[config.mk]
export PLATFORM = sky130hd
export DESIGN_NAME = uart_tx_arbiter
export DESIGN_NICKNAME = d
export VERILOG_FILES = /design/src/rtl/uart_tx_arbiter.sv
export SDC_FILE = /design/constraint.sdc
export NUM_CORES = 1
export LEC_CHECK = 0
export BUFFER_PORTS_ARGS = -buffer_cell sky130_fd_sc_hd__buf_2
export CORE_UTILIZATION = 50
export CTS_BUF_LIST = sky130_fd_sc_hd__clkbuf_8
export DETAILED_ROUTE_END_ITERATION = 7
export PLACE_DENSITY = 0.93
export RECOVER_POWER = 25
export SLEW_MARGIN = 20
export SYNTH_ARGS = -nofsm -noshare
export SYNTH_HDL_FRONTEND = slang
export SYNTH_SLANG_ARGS = --single-unit
export TNS_END_PERCENT = 10
[constraint.sdc]
create_clock -name clk -period 2.9 [get_ports clk]
set_input_delay 0.145 -clock clk [delete_from_list [all_inputs] [get_ports clk]]
set_output_delay 0.145 -clock clk [all_outputs]
set_load 0.02 [all_outputs]
[src/rtl/uart_tx_arbiter.sv]
// uart_tx_arbiter: round-robin sharing of one UART transmitter among NUM_REQ byte sources.
// Optional watchdog on the WAIT state is enabled by defining UART_ARB_TIMEOUT_EN.
module uart_tx_arbiter #(
  parameter int NUM_REQ        = 4,
  parameter int DATA_W         = 8,
  parameter int GAP_CYCLES     = 0,
  parameter int TIMEOUT_CYCLES = 64
) (
  input  logic                       clk,
  input  logic                       reset_n,
  input  logic [NUM_REQ-1:0]         req,
  input  logic [NUM_REQ*DATA_W-1:0]  req_data,
  output logic [NUM_REQ-1:0]         ack,
  output logic [$clog2(NUM_REQ)-1:0] grant_id,
  output logic                       busy,
  output logic                       tx_start,
  output logic [DATA_W-1:0]          tx_data,
  input  logic                       tx_done,
  output logic                       timeout_err
);
  localparam int ID_W  = $clog2(NUM_REQ);
  localparam int GAP_W = $clog2(GAP_CYCLES + 2);
  localparam logic [GAP_W-1:0] GAP_LAST  = GAP_W'((GAP_CYCLES > 0) ? GAP_CYCLES - 1 : 0);
  localparam logic [ID_W-1:0]  LAST_INIT = ID_W'(NUM_REQ - 1);

  if (NUM_REQ < 2 || NUM_REQ > 8 || TIMEOUT_CYCLES < 1) begin : g_bad_param
    $error("uart_tx_arbiter: NUM_REQ must be 2..8 and TIMEOUT_CYCLES >= 1");
  end

  typedef enum logic [1:0] {IDLE, ISSUE, WAIT, GAP} state_t;

  state_t            state_reg;
  logic [ID_W-1:0]   last_reg;
  logic [GAP_W-1:0]  gap_cnt_reg;
  logic [DATA_W-1:0] slot [NUM_REQ];
  logic              pick_valid;
  logic [ID_W-1:0]   pick_id;
  logic              wd_expire;

  for (genvar gi = 0; gi < NUM_REQ; gi++) begin : g_slot
    assign slot[gi] = req_data[gi*DATA_W +: DATA_W];
  end

  // Scan from the farthest offset down so the nearest requester after last_reg wins.
  always_comb begin
    pick_valid = 1'b0;
    pick_id    = '0;
    for (int k = NUM_REQ; k >= 1; k--) begin
      if (req[(int'(last_reg) + k) % NUM_REQ]) begin
        pick_valid = 1'b1;
        pick_id    = ID_W'((int'(last_reg) + k) % NUM_REQ);
      end
    end
  end

`ifdef UART_ARB_TIMEOUT_EN
  localparam int WD_W = $clog2(TIMEOUT_CYCLES + 1);
  localparam logic [WD_W-1:0] WD_LAST = WD_W'(TIMEOUT_CYCLES - 1);

  logic [WD_W-1:0] wd_cnt_reg;

  // A real completion on the expiry edge wins, so the flag is not raised.
  assign wd_expire = (wd_cnt_reg == WD_LAST) && !tx_done;

  always_ff @(posedge clk or negedge reset_n) begin
    if (!reset_n) begin
      wd_cnt_reg  <= '0;
      timeout_err <= 1'b0;
    end else begin
      if (state_reg != WAIT) begin
        wd_cnt_reg <= '0;
      end else begin
        wd_cnt_reg <= wd_cnt_reg + 1'b1;
        if (wd_expire) begin
          timeout_err <= 1'b1;
        end
      end
    end
  end
`else
  assign wd_expire   = 1'b0;
  assign timeout_err = 1'b0;
`endif

  always_ff @(posedge clk or negedge reset_n) begin
    if (!reset_n) begin
      state_reg   <= IDLE;
      last_reg    <= LAST_INIT;
      gap_cnt_reg <= '0;
      ack         <= '0;
      grant_id    <= '0;
      busy        <= 1'b0;
      tx_start    <= 1'b0;
      tx_data     <= '0;
    end else begin
      ack      <= '0;
      tx_start <= 1'b0;
      case (state_reg)
        IDLE: begin
          if (pick_valid) begin
            grant_id  <= pick_id;
            tx_data   <= slot[pick_id];
            tx_start  <= 1'b1;
            busy      <= 1'b1;
            state_reg <= ISSUE;
          end
        end
        ISSUE: state_reg <= WAIT;
        WAIT: begin
          if (tx_done || wd_expire) begin
            ack         <= NUM_REQ'(1) << grant_id;
            last_reg    <= grant_id;
            gap_cnt_reg <= '0;
            if (GAP_CYCLES > 0) begin
              state_reg <= GAP;
            end else begin
              state_reg <= IDLE;
              busy      <= 1'b0;
            end
          end
        end
        GAP: begin
          if (gap_cnt_reg == GAP_LAST) begin
            state_reg <= IDLE;
            busy      <= 1'b0;
          end else begin
            gap_cnt_reg <= gap_cnt_reg + 1'b1;
          end
        end
        default: state_reg <= IDLE;
      endcase
    end
  end
endmodule

==> results of run 1 <==
[metal layers]
layer | share of wire, % | wire length (um)
met1 | 43 | 1133
met2 | 50 | 1303
met3 | 5.7 | 150
met4 | 1.6 | 41
met5 | 0 | 0
[cell families after synthesis]
kind of cell	Yosys count	share of synthesized area (%)
AOI/OAI and AO/OA	35	25.93
and+or+nand+nor	23	10.65
DFF	20	45.53
buffers and inverters	15	7.134
muxes	10	10.42
other	1	0.3394
[stage by stage]
stage | worst slack [ps] | hold WS [ps]
finish | 574.3 | 169.6
floorplan | 956.5 | -150.6
detailed placement | 598.9 | 106.7
global placement | 690.4 | 100.7
CTS | 568.6 | 178.2
global route | 466.0 | 201.4
[final cells by class]
class	instances	area (um2)	area share [%]
clock buffer	3	41.29	2.845
clock inverter	1	30.03	2.069
inverter	11	41.29	2.845
multi-input combinational	69	523.0	36.03
sequential	20	503.0	34.66
tap	27	33.78	2.328
timing repair buffer	55	279.0	19.22
[worst min-delay path, delay by kind of cell]
kind | cells | cell delay, ps
and+or+nand+nor | 2 | 170
buffers and inverters | 1 | 110
[synth_stat cells (2+ instances only)]
cell type and n:
dfrtp_1 18, nand2b_1 2, o221a_2 7, o211ai_1 8
or3_1 2, o21ai_0 3, inv_1 10, dfstp_2 2
o31ai_1 8, nor2_1 5, nand3_1 2, nor3_1 2
nand2_1 6, mux2_2 8, nor2b_1 2
[power groups by stage]
stage	Combinational, mW	Sequential [mW]	Clock [mW]
floorplan	0.407	0.596	0
global placement	0.657	0.488	0
detailed placement	0.680	0.495	0
CTS	0.687	0.492	0.279
global route	0.742	0.507	0.294
finish	0.684	0.494	0.280
[layout by cell type, fill, tap and decap left out, drive strengths merged, types with 2 or more instances in the layout]
cell type and count:
buf 53, dfrtp 18, inv 11, mux2 9, o31ai 8, o211ai 8, o221a 8, nand2 6
nor2 5, o21ai 4, clkbuf 4, nor2b 2, nor3 2, nand3 2, or3 2, nand2b 2
dfstp 2, a21boi 2, a21oi 2
[path summary, 6_finish.rpt]
path                                  start     endpoint  slack (ps)
worst max-delay path            last_reg[0]   tx_data[7]         570
worst min-delay path                tx_done  last_reg[0]         170
worst max register to register  last_reg[0]   tx_data[7]         570
worst min register to register  last_reg[0]  last_reg[0]         510
max in group asynchronous           reset_n   tx_data[7]        1670
min in group asynchronous           reset_n   tx_data[6]         600
[timing repair]
item | 4_1_cts | 5_1_grt
setup endpoints to repair | 0 | 0
hold endpoints to repair | 18 | 0
hold buffers | 1 | 0
==> impl_metrics.env, run 1 <==
export IMPL_wl_per_cell_um=14.13
export IMPL_crit_arrival_ps=2470
export IMPL_io_buffers=54
export IMPL_drt_initial_drc_count=22
export IMPL_clk_latency_ps=260
export IMPL_ys_ff_latch=20
export IMPL_clock_path_buffers=2
export IMPL_cts_tree="done"
export IMPL_area_delta_synth_final_pct=31.37
export IMPL_regMostFlops="tx_data"
export IMPL_cts_made_buffers=3
export IMPL_start_kind="flop"
export IMPL_finalNonFillerCells=186
export IMPL_fin_util_pct=71.78
export IMPL_cp_required_ps=3050
export IMPL_hold_class="primary input to flop"
export IMPL_use_met1_pct=28.94
export IMPL_postPlaceCellArea_um2=1371
export IMPL_min_period_over_period_pct=80.20
export IMPL_clk_pin_slew_ps=70
export IMPL_setup_viol=0
export IMPL_clkPwrFrac_pct=19.2
export IMPL_largest_reg_flops=8
export IMPL_power_density_nw_per_um2=1005
export IMPL_fillerInstances=152
export IMPL_drt_wl_total_um=2628
export IMPL_globalRouteOverflowTotal=0
export IMPL_fp_coreArea_um2=2022
export IMPL_row_count=16
export IMPL_fp_dieH_um=49.01
export IMPL_gr_max_usage_layer="met2"
export IMPL_outcome="finished, final reports clean"
export IMPL_chipWidth_um=49.01
export IMPL_antenna_cells=0
export IMPL_worstSetupPathDepth=5
export IMPL_cellLeakagePower_nw=0.7224
export IMPL_vias=1041
export IMPL_gr_usage_met2_pct=36.34
export IMPL_worstSetupPathType="flop to flop"
export IMPL_synthCells=104
export IMPL_finalHoldViolCount=0
export IMPL_path_cells="o21ai_1 -> a21boi_2 -> or3_1 -> mux2_2 -> o221a_2"
export IMPL_switching_share_pct=39.07
export IMPL_slowest_stage="or3_1"
export IMPL_reg_largest_list="tx_data (8), ack (4)"
export IMPL_seq_power_share_pct=33.9
export IMPL_viasPerCell=5.597
export IMPL_final_area_um2=1451
export IMPL_final_setup_tns_ps=0
export IMPL_worstSetupEndpointType="flop"
export IMPL_nets=199
export IMPL_worstRegToRegCells=5
export IMPL_synth_top_area_share_pct=40.77
export IMPL_ant_nets=0
export IMPL_maxSlewHeadroom_pct=29.67
export IMPL_clkSinkCount=20
export IMPL_crit_fanout=17
export IMPL_first_global_vias=999
export IMPL_syn_avg_cell_area_um2=10.62
export IMPL_gp_congestion=0.8089
export IMPL_ir_worst_vdd_mv=0.6133
export IMPL_route_detailed_drc=0
export IMPL_synth_cell_types=34
export IMPL_grt_pass1_wl_um=4215
export IMPL_finalPower_mw=1.458
export IMPL_hold_depth=3
export IMPL_cp_top_family="compound AO/OA/AOI/OAI gates"
export IMPL_seq_area_frac_synth_pct=45.53
export IMPL_dpl_hpwl_um=1962
export IMPL_ios=56
export IMPL_initial_utilization_pct=54.64
export IMPL_cp_num_buf_inv=0
export IMPL_p_int_uw=888.4
export IMPL_grt_setup_unrepaired="no"
export IMPL_firstDrtPassIters=4
export IMPL_post_route_min_period_ps=2326
export IMPL_max_cap_viol_count=0
export IMPL_dp_cells=181
export IMPL_post_cts_buffers=0
export IMPL_yosys_area_top_type="dfrtp_1"
export IMPL_met3_usage_pct=3.738
export IMPL_cpPeakStageDelay_ps=580
export IMPL_drive_gt1_share_pct=49.69
export IMPL_ys_async_sr_fraction_pct=100.0
export IMPL_grt_max_degree=21
export IMPL_synthesis_area_um2=1105
export IMPL_synth_edff_count=0
export IMPL_p_comb_share_pct=46.9
export IMPL_synth_top_flop_cell="dfrtp_1"
export IMPL_switchingPower_uw=569.6
export IMPL_dieArea_um2=2401
export IMPL_htreeDepth=1
export IMPL_clock_root_buffer="clkbuf_8"
export IMPL_grt_use_total_pct=22.73
export IMPL_netlist_top_cells_area="dfrtp_1 41%, mux2_2 8.2%, o221a_2 7.1%, o211ai_1 5.4%, o31ai_1 5.4%"
export IMPL_cts_resized=0
export IMPL_skew_ps=3.378
export IMPL_yosys_warnings=0
export IMPL_max_freq_ghz=0.4300
export IMPL_antenna_found_initial=0
export IMPL_syn_num_nets=143
export IMPL_tightest_slew_ps=1055
export IMPL_drv_slew=0
Note: power is estimated with default switching activity, not from simulation.
==> run 2: changes to the inputs <==
CORE_UTILIZATION = 42   (was 50)
PLACE_DENSITY = 0.84   (was 0.93)
clock period = 2 ns   (was 2.9 ns; I/O delays follow)
==> run 2 against run 1 <==
Compared with the run above: sequential share of layout area decreased by 1.2 points; fmax increased by 20%; cell count grew 4.3%; utilization decreased by 11 points; flip-flop and latch count unchanged; clock power rose by 41%; non-clock buffer count up 5; combinational power grew 56%; global-route usage decreased by 0.17 points; design area grew 3.5%; critical path type unchanged; highest routed layer unchanged.
==> impl_metrics.env, run 2 (synthesized netlist as in run 1, its figures left out) <==
export IMPL_wl_per_cell_um=15.31
export IMPL_first_global_vias=966
export IMPL_clkSinkCount=20
export IMPL_hold_class="primary input to flop"
export IMPL_initial_utilization_pct=44.60
export IMPL_fillerInstances=211
export IMPL_row_count=18
export IMPL_htreeDepth=1
export IMPL_max_cap_viol_count=0
export IMPL_grt_use_total_pct=22.56
export IMPL_finalHoldViolCount=0
export IMPL_cts_made_buffers=3
export IMPL_reg2reg_to="tx_data[0]"
export IMPL_final_setup_tns_ps=0
export IMPL_grt_max_degree=21
export IMPL_setup_viol=0
export IMPL_viasPerCell=5.490
export IMPL_route_detailed_drc=0
export IMPL_antenna_cells=0
export IMPL_multi_input_area_um2=533.0
export IMPL_maxSlewHeadroom_pct=31.33
export IMPL_tightest_slew_ps=1030
export IMPL_grt_setup_unrepaired="no"
export IMPL_power_density_nw_per_um2=1456
export IMPL_ant_nets=0
export IMPL_min_period_over_period_pct=96.90
export IMPL_largest_reg_flops=8
export IMPL_ios=56
export IMPL_fp_coreArea_um2=2477
export IMPL_cts_tree="done"
export IMPL_drv_slew=0
export IMPL_drive_gt1_share_pct=51.83
export IMPL_cp_required_ps=2140
export IMPL_cellLeakagePower_nw=0.7485
export IMPL_crit_fanout=8
export IMPL_firstDrtPassIters=4
export IMPL_final_area_um2=1503
export IMPL_outcome="finished, final reports clean"
export IMPL_area_delta_synth_final_pct=36.01
export IMPL_post_cts_buffers=0
export IMPL_worstSetupPathType="flop to flop"
export IMPL_r2r_slack_ps=60
export IMPL_worstRegToRegCells=6
export IMPL_worstSetupEndpointType="flop"
export IMPL_globalRouteOverflowTotal=0
export IMPL_nets=204
export IMPL_drt_initial_drc_count=28
export IMPL_chipWidth_um=53.29
export IMPL_crit_arrival_ps=2080
export IMPL_max_freq_ghz=0.5160
export IMPL_clk_latency_ps=250
export IMPL_clock_root_buffer="clkbuf_8"
export IMPL_drt_wl_total_um=2971
export IMPL_critPathLaunch="last_reg[0]"
export IMPL_skew_ps=4.147
export IMPL_worstReg2RegStart="last_reg[0]"
export IMPL_worstSetupEndpoint="tx_data[0]"
export IMPL_post_route_min_period_ps=1938
export IMPL_clock_path_buffers=2
export IMPL_reg_largest_list="tx_data (8), ack (4)"
export IMPL_antenna_found_initial=0
export IMPL_regMostFlops="tx_data"
export IMPL_vias=1065
export IMPL_dpl_hpwl_um=2210
export IMPL_final_cell_mix="53 x buf_2, 18 x dfrtp_1, 10 x inv_1"
export IMPL_final_common_cell="buf_2"
export IMPL_gp_congestion=0.8872
export IMPL_postPlaceCellArea_um2=1413
export IMPL_grt_pass1_wl_um=4547
export IMPL_start_kind="flop"
export IMPL_clk_pin_slew_ps=70
export IMPL_io_buffers=54
export IMPL_fp_dieH_um=53.29
export IMPL_seqCellArea_um2=503.0
export IMPL_ir_worst_vdd_mv=0.7367
export IMPL_dieArea_um2=2840
[run 2: final cells by class]
class / count / area share (%)
tap: 30 / 2.498
clock buffer: 3 / 2.748
inverter: 11 / 2.748
timing repair buffer: 60 / 21.07
clock inverter: 1 / 1.998
multi-input combinational: 69 / 35.47
sequential: 20 / 33.47
[run 2: worst min-delay path by stage]
stage,startpoint,to,cells past startpoint
final,tx_done,last_reg[0],3
after global placement,reset_n,busy,1
after floorplan,reset_n,ack[0],0
after global routing,tx_done,last_reg[0],3
after detailed placement,reset_n,busy,1
after CTS,tx_done,last_reg[0],3
[run 2: metrics by stage]
step,std cells,power [mW],setup WS [ps],hold WS (ps),util (%)
2_1_floorplan,104,1.454,56.46,-195.6,-
3_3_place_gp,189,1.716,146.9,63.29,57.02
3_5_place_dp,189,1.769,53.42,69.95,57.02
4_1_cts,194,2.174,11.21,162.8,60.30
5_1_grt,194,2.329,7.608,162.1,60.66
6_report,194,2.189,62.07,152.2,60.66
[run 2: repair_timing]
item | 4_1_cts | 5_1_grt
hold endpoints to repair | 18 | 0
endpoints found under the setup margin | 0 | 8
hold buffers | 1 | 0
gates resized for setup | 0 | 2
[run 2: metal layers]
| layer | routed length, um | part of all wire (%) | GRT usage, % |
|---|---|---|---|
| met5 | 0 | 0 | 0 |
| met4 | 41 | 1.4 | 7.895 |
| met3 | 194 | 6.5 | 3.161 |
| met2 | 1490 | 50 | 37.92 |
| met1 | 1245 | 42 | 29.08 |
[run 2: report_power, final]
group / internal [mW] / switching, mW / total, mW / leakage [nW]
registers: 0.590 / 0.130 / 0.719 / 0.237
logic: 0.482 / 0.591 / 1.07 / 0.476
clock network: 0.267 / 0.129 / 0.396 / 0.0357
total: 1.34 / 0.850 / 2.19 / 0.748
[run 2: worst max-delay path, stage by stage, from the launching register on]
cell and delay [ps]:
dfstp_2 590, nand2b_1 130, a21oi_2 70, or3_1 330, buf_4 190, mux2_2 280, o221a_2 240
==> run 3: changes to the inputs <==
CORE_MARGIN = 8   (was default)
==> run 3 against run 2 <==
Compared with the run above: utilization rose by 0.45 points; register-to-register slack improved by 20 ps; critical path depth did not move; worst setup slack improved by 19 ps; design area rose by 0.75%; global-route usage fell by 9.3 points; critical path type unchanged; critical endpoint is now tx_data[7]; fmax rose by 0.97%; clock skew fell by 1.8 ps; flip-flop and latch count did not move.
==> impl_metrics.env, run 3 (synthesized netlist as in run 1, its figures left out) <==
export IMPL_hold_worst_slack_ps=159.9
export IMPL_crit_fanout=5
export IMPL_worstSetupEndpointType="flop"
export IMPL_drt_wl_total_um=3118
export IMPL_path_cells="nand2b_1 -> a21oi_2 -> or3_1 -> buf_4 -> mux2_2 -> o221a_2"
export IMPL_setup_viol=0
export IMPL_place_ws_ps=71.28
export IMPL_post_route_min_period_ps=1919
export IMPL_slowest_stage="dfstp_2"
export IMPL_grt_max_degree=21
export IMPL_post_cts_buffers=0
export IMPL_chipWidth_um=67.29
export IMPL_crit_arrival_ps=2060
export IMPL_cp_top_family="flip-flops"
export IMPL_viasPerCell=5.344
export IMPL_cp_num_buf_inv=1
export IMPL_max_cap_viol_count=0
export IMPL_globalRouteOverflowTotal=0
export IMPL_seqCellArea_um2=503.0
export IMPL_ios=56
export IMPL_dieArea_um2=4528
export IMPL_largest_reg_flops=8
export IMPL_vias=1042
export IMPL_final_setup_tns_ps=0
export IMPL_drv_slew=0
export IMPL_gp_congestion=0.9028
export IMPL_grt_pass1_wl_um=4830
export IMPL_hold_class="primary input to flop"
export IMPL_clk_latency_ps=250
export IMPL_io_buffers=54
export IMPL_clock_root_buffer="clkbuf_8"
export IMPL_route_detailed_drc=0
export IMPL_drive_gt1_share_pct=52.12
export IMPL_ant_nets=0
export IMPL_finalHoldViolCount=0
export IMPL_dpl_hpwl_um=2384
export IMPL_row_count=18
export IMPL_antenna_found_initial=0
export IMPL_cts_tree="done"
export IMPL_layout_setup_ws_ps=80.63
export IMPL_start_kind="flop"
export IMPL_power_density_nw_per_um2=1452
export IMPL_outcome="finished, final reports clean"
export IMPL_reg_largest_list="tx_data (8), ack (4)"
export IMPL_clkSinkCount=20
export IMPL_wl_per_cell_um=15.99
export IMPL_htreeDepth=1
export IMPL_multi_input_area_um2=533.0
export IMPL_first_global_vias=1119
export IMPL_fin_util_pct=61.11
export IMPL_grt_setup_unrepaired="no"
export IMPL_firstDrtPassIters=4
export IMPL_skew_ps=2.315
export IMPL_worstSetupPathType="flop to flop"
export IMPL_ir_worst_vdd_mv=0.7213
export IMPL_antenna_cells=0
export IMPL_grt_use_total_pct=13.28
export IMPL_clk_pin_slew_ps=80
export IMPL_regMostFlops="tx_data"
export IMPL_finalPower_mw=2.198
export IMPL_nets=205
export IMPL_fillerInstances=210
export IMPL_area_delta_synth_final_pct=37.03
export IMPL_drt_initial_drc_count=28
export IMPL_max_freq_ghz=0.5210
export IMPL_cp_required_ps=2140
export IMPL_maxSlewHeadroom_pct=30.43
export IMPL_fp_coreArea_um2=2477
export IMPL_min_period_over_period_pct=95.97
export IMPL_cpPeakStageDelay_ps=590
export IMPL_final_cell_mix="53 x buf_2, 18 x dfrtp_1, 10 x inv_1"
export IMPL_initial_utilization_pct=44.60
export IMPL_cellLeakagePower_nw=0.7544
export IMPL_cts_made_buffers=3
export IMPL_final_common_cell="buf_2"
export IMPL_clock_path_buffers=2
export IMPL_fp_dieH_um=67.29
export IMPL_tightest_slew_ps=1043
==> run 3: what timing repair did <==
item                                    4_1_cts  5_1_grt
hold buffers                                  1        0
gates resized for setup                       0        3
hold endpoints to repair                     18        0
endpoints found under the setup margin        0        5
==> run 3: final timing paths <==
| path | to | startpoint | slack (ps) | depth (start not counted) |
|---|---|---|---|---|
| max | tx_data[7] | last_reg[0] | 80 | 6 |
| min | busy | tx_done | 160 | 4 |
| max reg2reg | tx_data[7] | last_reg[0] | 80 | 6 |
| min reg2reg | ack[1] | grant_id[1] | 510 | 1 |
| max in group asynchronous | tx_data[2] | reset_n | 820 | 2 |
| min in group asynchronous | busy | reset_n | 560 | 2 |
==> run 3: power by group <==
part	internal (mW)	leakage [nW]	switching [mW]
logic	0.501	0.482	0.583
clock network	0.267	0.0357	0.131
registers	0.589	0.237	0.127
total	1.36	0.754	0.841
==> run 3: cell type report <==
class	instances	share of cell area [%]
well taps	30	2.479
clock inverters	1	1.983
multi-input cells	69	35.21
clock buffers	3	2.727
inverters	11	2.727
flip-flops and latches	20	33.22
repair buffers	61	21.65
==> run 3: stage by stage <==
| step | std cells | cell area (um2) |
|---|---|---|
| 6_report | 195 | 1514 |
| 5_1_grt | 195 | 1514 |
| 4_1_cts | 195 | 1501 |
| 3_5_place_dp | 190 | 1420 |
| 3_3_place_gp | 190 | 1420 |
| 2_1_floorplan | 104 | 1105 |
==> run 3: layer usage <==
layer / share of wire [%] / track usage [%] / wire (um) / vias to the layer above
met5: 0 / 0 / 0 / -
met4: 1.5 / 7.050 / 48 / 0
met3: 7.2 / 2.318 / 226 / 4
met2: 51 / 23.30 / 1595 / 37
met1: 40 / 15.04 / 1248 / 490
li1: - / - / - / 511
==> run 3: tightest hold or removal path, delay by kind of cell <==
family | cells | cell delay (ps)
buffers and inverters | 1 | 100
and+or+nand+nor | 2 | 110
AOI/OAI and AO/OA | 1 | 70
